<file path="src/rtl/hazard_stall_ctrl_pkg.sv">
// Shared CPU pipeline definitions: hazard sequencer states and the hardwired-zero register.
package cpu_pkg;

    typedef enum logic [1:0] {
        RUN      = 2'd0,
        LU_STALL = 2'd1,
        MEM_WAIT = 2'd2
    } hz_state_t;

    localparam logic [4:0] ZERO_REG = 5'd31;

    // Load-use countdown width; covers LOAD_STALL_CYCLES up to 7.
    localparam int LU_CNT_W = 3;

endpackage

</file>
<file path="src/rtl/hazard_stall_ctrl_if.sv">
// Hazard inputs from the pipeline registers and stall/flush controls back to them.
interface hazard_stall_ctrl_if #(
    parameter int CNT_W = 16
);

    logic [4:0]       IF_ID_Ra;
    logic [4:0]       IF_ID_Rb;
    logic             IF_ID_UsesRb;
    logic             ID_EX_MemRead;
    logic [4:0]       ID_EX_Rw;
    logic             BrTaken;
    logic             mem_req;
    logic             mem_ready;
    logic             stat_clr;
    logic             PCWrite;
    logic             IF_ID_Write;
    logic             ID_EX_Bubble;
    logic             IF_ID_Flush;
    logic             ID_EX_Flush;
    logic             Freeze;
    logic [CNT_W-1:0] stall_cnt;

    modport slave (
        input  IF_ID_Ra, IF_ID_Rb, IF_ID_UsesRb, ID_EX_MemRead, ID_EX_Rw,
        input  BrTaken, mem_req, mem_ready, stat_clr,
        output PCWrite, IF_ID_Write, ID_EX_Bubble, IF_ID_Flush, ID_EX_Flush,
        output Freeze, stall_cnt
    );

    modport master (
        output IF_ID_Ra, IF_ID_Rb, IF_ID_UsesRb, ID_EX_MemRead, ID_EX_Rw,
        output BrTaken, mem_req, mem_ready, stat_clr,
        input  PCWrite, IF_ID_Write, ID_EX_Bubble, IF_ID_Flush, ID_EX_Flush,
        input  Freeze, stall_cnt
    );

endinterface

</file>
<file path="src/rtl/hazard_stall_ctrl_sat_counter.sv">
// Saturating up-counter with synchronous clear taking priority over increment.
module sat_counter #(
    parameter int W = 16
) (
    input  logic         clk,
    input  logic         rst_n,
    input  logic         i_clr,
    input  logic         i_inc,
    output logic [W-1:0] o_cnt
);

    logic [W-1:0] r_cnt;

    always_ff @(posedge clk or negedge rst_n) begin
        if (!rst_n) begin
            r_cnt <= '0;
        end else if (i_clr) begin
            r_cnt <= '0;
        end else if (i_inc && (r_cnt != {W{1'b1}})) begin
            r_cnt <= r_cnt + W'(1);
        end
    end

    assign o_cnt = r_cnt;

endmodule

</file>
<file path="src/rtl/hazard_stall_ctrl.sv">
// Pipeline hazard sequencer: load-use bubbles, taken-branch flushes and data-memory freeze.
//   state    | meaning
//   RUN      | normal issue; a new load-use hazard is checked every cycle
//   LU_STALL | remaining load-use bubbles counted down in r_lu_cnt
//   MEM_WAIT | back end frozen on mem_req; r_pre_state holds RUN or LU_STALL
module hazard_stall_ctrl #(
    parameter int         LOAD_STALL_CYCLES = 1,
    parameter int         CNT_W             = 16,
    parameter logic [4:0] ZERO_REG          = cpu_pkg::ZERO_REG
) (
    input  logic                clk,
    input  logic                reset,
    hazard_stall_ctrl_if.slave  bus
);
    import cpu_pkg::*;

    hz_state_t             r_state;
    hz_state_t             r_pre_state;
    hz_state_t             w_state_nxt;
    hz_state_t             w_pre_nxt;
    hz_state_t             w_eff_state;
    logic [LU_CNT_W-1:0]   r_lu_cnt;
    logic [LU_CNT_W-1:0]   w_lu_cnt_nxt;
    logic                  w_lu_haz;
    logic                  w_mem_wait;
    logic                  w_pc_write;
    logic                  w_if_id_write;
    logic                  w_bubble;
    logic                  w_if_id_flush;
    logic                  w_id_ex_flush;
    logic                  w_freeze;

    assign w_lu_haz = bus.ID_EX_MemRead && (bus.ID_EX_Rw != ZERO_REG) &&
                      ((bus.ID_EX_Rw == bus.IF_ID_Ra) ||
                       (bus.IF_ID_UsesRb && (bus.ID_EX_Rw == bus.IF_ID_Rb)));

    assign w_mem_wait = bus.mem_req && !bus.mem_ready;

    always_ff @(posedge clk or negedge reset) begin
        if (!reset) begin
            r_state     <= RUN;
            r_pre_state <= RUN;
            r_lu_cnt    <= '0;
        end else begin
            r_state     <= w_state_nxt;
            r_pre_state <= w_pre_nxt;
            r_lu_cnt    <= w_lu_cnt_nxt;
        end
    end

    // MEM_WAIT is transparent once the wait ends: decisions use the pre-wait state.
    always_comb begin
        w_eff_state   = (r_state == MEM_WAIT) ? r_pre_state : r_state;
        w_state_nxt   = RUN;
        w_pre_nxt     = r_pre_state;
        w_lu_cnt_nxt  = r_lu_cnt;
        w_pc_write    = 1'b1;
        w_if_id_write = 1'b1;
        w_bubble      = 1'b0;
        w_if_id_flush = 1'b0;
        w_id_ex_flush = 1'b0;
        w_freeze      = 1'b0;

        if (!reset) begin
            w_pc_write    = 1'b0;
            w_if_id_write = 1'b0;
        end else if (w_mem_wait) begin
            w_pc_write    = 1'b0;
            w_if_id_write = 1'b0;
            w_freeze      = 1'b1;
            w_state_nxt   = MEM_WAIT;
            w_pre_nxt     = w_eff_state;
        end else if (bus.BrTaken) begin
            w_if_id_flush = 1'b1;
            w_id_ex_flush = 1'b1;
            w_lu_cnt_nxt  = '0;
            w_state_nxt   = RUN;
        end else if (w_lu_haz || (w_eff_state == LU_STALL)) begin
            w_pc_write    = 1'b0;
            w_if_id_write = 1'b0;
            w_bubble      = 1'b1;
            if (w_eff_state == LU_STALL) begin
                w_lu_cnt_nxt = r_lu_cnt - LU_CNT_W'(1);
                w_state_nxt  = (r_lu_cnt == LU_CNT_W'(1)) ? RUN : LU_STALL;
            end else if (LOAD_STALL_CYCLES > 1) begin
                w_lu_cnt_nxt = LU_CNT_W'(LOAD_STALL_CYCLES - 1);
                w_state_nxt  = LU_STALL;
            end
        end
    end

    sat_counter #(
        .W (CNT_W)
    ) u_stall_cnt (
        .clk   (clk),
        .rst_n (reset),
        .i_clr (bus.stat_clr),
        .i_inc (!w_pc_write),
        .o_cnt (bus.stall_cnt)
    );

    assign bus.PCWrite      = w_pc_write;
    assign bus.IF_ID_Write  = w_if_id_write;
    assign bus.ID_EX_Bubble = w_bubble;
    assign bus.IF_ID_Flush  = w_if_id_flush;
    assign bus.ID_EX_Flush  = w_id_ex_flush;
    assign bus.Freeze       = w_freeze;

endmodule

</file>
<file path="src/flat_wrapper.sv">
// flat-port wrapper written by rule: the top's interface ports become plain ports
module hazard_stall_ctrl_flat import cpu_pkg::*;
#(
    parameter int         LOAD_STALL_CYCLES = 1,
    parameter int         CNT_W             = 16,
    parameter logic [4:0] ZERO_REG          = cpu_pkg::ZERO_REG
)
  (clk, reset, bus_IF_ID_Ra, bus_IF_ID_Rb, bus_IF_ID_UsesRb, bus_ID_EX_MemRead, bus_ID_EX_Rw, bus_BrTaken, bus_mem_req, bus_mem_ready, bus_stat_clr, bus_PCWrite, bus_IF_ID_Write, bus_ID_EX_Bubble, bus_IF_ID_Flush, bus_ID_EX_Flush, bus_Freeze, bus_stall_cnt);
  hazard_stall_ctrl_if #(.CNT_W(CNT_W)) bus_i ();
  input  logic clk;
  input  logic reset;
  input wire logic [$bits(bus_i.IF_ID_Ra)-1:0] bus_IF_ID_Ra;
  input wire logic [$bits(bus_i.IF_ID_Rb)-1:0] bus_IF_ID_Rb;
  input wire logic [$bits(bus_i.IF_ID_UsesRb)-1:0] bus_IF_ID_UsesRb;
  input wire logic [$bits(bus_i.ID_EX_MemRead)-1:0] bus_ID_EX_MemRead;
  input wire logic [$bits(bus_i.ID_EX_Rw)-1:0] bus_ID_EX_Rw;
  input wire logic [$bits(bus_i.BrTaken)-1:0] bus_BrTaken;
  input wire logic [$bits(bus_i.mem_req)-1:0] bus_mem_req;
  input wire logic [$bits(bus_i.mem_ready)-1:0] bus_mem_ready;
  input wire logic [$bits(bus_i.stat_clr)-1:0] bus_stat_clr;
  output wire logic [$bits(bus_i.PCWrite)-1:0] bus_PCWrite;
  output wire logic [$bits(bus_i.IF_ID_Write)-1:0] bus_IF_ID_Write;
  output wire logic [$bits(bus_i.ID_EX_Bubble)-1:0] bus_ID_EX_Bubble;
  output wire logic [$bits(bus_i.IF_ID_Flush)-1:0] bus_IF_ID_Flush;
  output wire logic [$bits(bus_i.ID_EX_Flush)-1:0] bus_ID_EX_Flush;
  output wire logic [$bits(bus_i.Freeze)-1:0] bus_Freeze;
  output wire logic [$bits(bus_i.stall_cnt)-1:0] bus_stall_cnt;
  assign bus_i.IF_ID_Ra = bus_IF_ID_Ra;
  assign bus_i.IF_ID_Rb = bus_IF_ID_Rb;
  assign bus_i.IF_ID_UsesRb = bus_IF_ID_UsesRb;
  assign bus_i.ID_EX_MemRead = bus_ID_EX_MemRead;
  assign bus_i.ID_EX_Rw = bus_ID_EX_Rw;
  assign bus_i.BrTaken = bus_BrTaken;
  assign bus_i.mem_req = bus_mem_req;
  assign bus_i.mem_ready = bus_mem_ready;
  assign bus_i.stat_clr = bus_stat_clr;
  assign bus_PCWrite = bus_i.PCWrite;
  assign bus_IF_ID_Write = bus_i.IF_ID_Write;
  assign bus_ID_EX_Bubble = bus_i.ID_EX_Bubble;
  assign bus_IF_ID_Flush = bus_i.IF_ID_Flush;
  assign bus_ID_EX_Flush = bus_i.ID_EX_Flush;
  assign bus_Freeze = bus_i.Freeze;
  assign bus_stall_cnt = bus_i.stall_cnt;
  hazard_stall_ctrl #(.LOAD_STALL_CYCLES(LOAD_STALL_CYCLES), .CNT_W(CNT_W), .ZERO_REG(ZERO_REG)) u_core (.clk(clk), .reset(reset), .bus(bus_i));
endmodule
</file>
<file path="config.mk">
export PLATFORM = sky130hd
export DESIGN_NAME = hazard_stall_ctrl_flat
export DESIGN_NICKNAME = d
export VERILOG_FILES = /design/src/rtl/hazard_stall_ctrl_pkg.sv /design/src/rtl/hazard_stall_ctrl_if.sv /design/src/rtl/hazard_stall_ctrl_sat_counter.sv /design/src/rtl/hazard_stall_ctrl.sv /design/src/flat_wrapper.sv
export SDC_FILE = /design/constraint.sdc
export NUM_CORES = 1
export LEC_CHECK = 0
export CAP_MARGIN = 20
export CORE_MARGIN = 2
export CORE_UTILIZATION = 40
export DETAILED_ROUTE_END_ITERATION = 7
export GPL_ROUTABILITY_DRIVEN = 0
export PLACE_DENSITY = 0.73
export SLEW_MARGIN = 20
export SYNTH_ARGS = -nofsm -noshare
export SYNTH_HDL_FRONTEND = slang
export SYNTH_SLANG_ARGS = --single-unit
</file>
<file path="constraint.sdc">
create_clock -name clk -period 2 [get_ports clk]
set_input_delay 0.4 -clock clk [delete_from_list [all_inputs] [get_ports clk]]
set_output_delay 0.4 -clock clk [all_outputs]
set_load 0.1 [all_outputs]
</file>
==> flow_metrics.env <==
export IMPL_fillers=233
export IMPL_drt_iter0_drc=51
export IMPL_synth_avg_cell_area_sq_um=8.96
export IMPL_rr_worst_depth=9
export IMPL_end_kind="output port"
export IMPL_crit_type="input pin to output port"
export IMPL_synth_most_common_cell="dfrtp_1"
export IMPL_htree_num_levels=1
export IMPL_row_count=21
export IMPL_maxSlewHeadroom_pct=77.3
export IMPL_hp_class="input pin to async pin"
export IMPL_synth_cells=161
export IMPL_synth_seq_cells=23
export IMPL_startpoint_type="input pin"
export IMPL_max_freq_mhz=460
export IMPL_final_nets=273
export IMPL_wl_per_cell_um=14.7
export IMPL_clkSinkCount=23
export IMPL_antenna_found_initial=0
export IMPL_reg2reg_from="u_core.u_stall_cnt.o_cnt[1]"
export IMPL_reg2reg_slack_ps=-110
export IMPL_synthArstFlopShare_pct=100
export IMPL_core_area_sq_um=3390
export IMPL_grt_use_total_pct=21.8
export IMPL_num_vias=1511
export IMPL_ctsHoldBuffers=0
export IMPL_clk_latency_ps=320
export IMPL_synth_top_cell_area_share_pct=39.9
export IMPL_finalMaxSlewViolations=0
export IMPL_r2r_end="u_core.u_stall_cnt.o_cnt[15]"
export IMPL_cap_violations=0
export IMPL_whs_ps=168
export IMPL_via_per_inst=5.17
export IMPL_netlist_cell_type_count=38
export IMPL_place_hpwl_mm=3.23
export IMPL_fin_crit_sh_pct=109
export IMPL_die_h_um=64.1
export IMPL_worstPathRequired_ps=1600
export IMPL_finClkSkew_ps=2.95
export IMPL_power_per_cell_area_nw_per_um2=421
export IMPL_root_buffer="clkbuf_4"
export IMPL_setup_violations=17
export IMPL_numCtsBuffers=3
export IMPL_outcome="finished with violations"
export IMPL_synth_ff_type="dfrtp_1"
export IMPL_finalHoldViolations=0
export IMPL_rsz0062_at_grt="yes"
export IMPL_min_period_ps=2170
export IMPL_violations="setup timing"
export IMPL_synth_area_top_cells="dfrtp_1 40%, xnor2_1 6.1%, a21oi_1 5.9%, o21ai_0 4.9%, nand2_1 4.2%"
export IMPL_syn_area_sq_um=1440
export IMPL_synth_edf_count=0
export IMPL_crit_fanout=2
export IMPL_port_buffers=44
export IMPL_cp_arrival_ps=1770
export IMPL_final_layout_size_suffix_gt1_share_pct=58.9
export IMPL_irDropWorstVdd_mv=0.400
export IMPL_start_util_pct=42.6
export IMPL_ios=45
export IMPL_drt_pass1_iter_count=4
export IMPL_synth_nets=187
export IMPL_cts_buffer_depth=2
export IMPL_finalWirelength_mm=4.30
export IMPL_grt_overflow=0
export IMPL_diodes=0
export IMPL_ant_nets=0
export IMPL_finalWorstSetupSlack_ps=-172
export IMPL_drc=0
export IMPL_grt_pass1_vias=1544
export IMPL_p_leak_nw=1.08
export IMPL_grt_pass1_wl_mm=7.00
export IMPL_area_growth_pct=75.4
export IMPL_yosys_area_top_type="dfrtp_1"
export IMPL_ys_top_cells_by_count="23 x dfrtp_1, 17 x a21oi_1, 16 x nand2_1, 14 x o21ai_0, 11 x nor2_1"
export IMPL_tightest_slew_ps=337
export IMPL_cts_tree="built"
export IMPL_ys_seq_area_share_pct=39.9
export IMPL_crit_end="bus_ID_EX_Bubble"
export IMPL_critPathLaunch="bus_IF_ID_Rb[1]"
export IMPL_yosys_warnings=0
export IMPL_die_w_um=64.1
export IMPL_grt_max_degree=15
export IMPL_path_clk_slew_ps=130
export IMPL_fin_setup_tns_ps=-1430
export IMPL_dieArea_sq_um=4100
-- metrics by stage --
step	power (mW)	area (sq um)	util (%)	instances	setup slack, ps
floorplan	0.669	1570	-	161	-275
global placement	0.821	2350	69.4	279	-523
detailed placement	0.831	2350	69.4	279	-604
CTS	1.05	2410	71.2	290	-134
global route	1.11	2530	74.6	292	-227
finish	1.06	2530	74.6	292	-172
-- routing by layer --
layer	GRT usage (%)	vias to the layer above	wire, um
met5	0	-	0
met4	8.15	0	116
met3	3.70	12	161
met2	38.7	39	2230
met1	26.1	722	1790
li1	-	738	-
-- worst min-delay path by stage --
stage,startpoint,to,slack (ps),depth (start not counted)
global route,reset,u_core.u_stall_cnt.o_cnt[3],200,2
CTS,u_core.r_pre_state[0],u_core.r_pre_state[0],530,1
detailed placement,u_core.r_pre_state[0],u_core.r_pre_state[0],490,1
global placement,u_core.r_pre_state[0],u_core.r_pre_state[0],490,1
floorplan,reset,u_core.r_lu_cnt[0],100,0
finish,reset,u_core.u_stall_cnt.o_cnt[2],170,2
-- cells in the final DEF, fill, tap and decap left out, types with 3 or more instances in the layout --
master / instances
dfrtp_4: 4
clkbuf_4: 3
o21ai_0: 11
buf_6: 8
nand2_1: 16
inv_1: 4
buf_4: 54
o21ai_1: 3
dfrtp_2: 11
buf_12: 10
buf_2: 8
nor2b_1: 3
or3_1: 7
nor2_1: 9
nor2_4: 3
a21oi_1: 7
dfrtp_1: 8
xnor2_2: 9
clkdlybuf4s50_1: 5
a21oi_2: 9
nand4_1: 4
nand3_1: 8
-- critical path: stages --
cell and delay (ps):
buf_6 100, xnor2_2 180, nand4_1 140, o22ai_2 130, or2b_1 280, a21oi_4 170
nor2b_4 190, buf_12 180
-- sequential cells by signal (all words and copies together), names as in the netlist --
register,count
u_core.u_stall_cnt.o_cnt,16
u_core.r_lu_cnt,3
u_core.r_pre_state,2
u_core.r_state,2
-- report_power, final --
| group | internal, mW | leakage [nW] | switching (mW) |
|---|---|---|---|
| sequential | 0.475 | 0.294 | 0.00744 |
| combinational | 0.159 | 0.772 | 0.197 |
| clock | 0.0750 | 0.0177 | 0.151 |
-- area by class of cell --
type                            count  area, sq um  area share (%)
Sequential cell                    23          604            23.9
Inverter                            4         15.0           0.593
Timing Repair Buffer               88          812            32.1
Multi-Input combinational cell    127         1010            40.1
Clock buffer                        3         22.5           0.890
Clock inverter                      1         5.00           0.198
Tap cell                           46         57.6            2.27
-- kinds of logic after synthesis --
| family | count (synthesis) | share of synthesized area, % |
|---|---|---|
| AND/OR/NAND/NOR | 71 | 27.7 |
| adder cells (fa/ha/maj) | 3 | 2.60 |
| multiplexers | 5 | 3.99 |
| AO/OA/AOI/OAI | 36 | 14.3 |
| buffers and inverters | 11 | 4.25 |
| XOR/XNOR | 12 | 7.29 |
| flip-flops | 23 | 39.9 |
-- repair_timing --
item	in CTS	in global routing
endpoints found under the setup margin	18	21
resized for setup	71	30
pin swaps	19	7
setup buffers	7	2
Power figures use the tool's default switching activity.
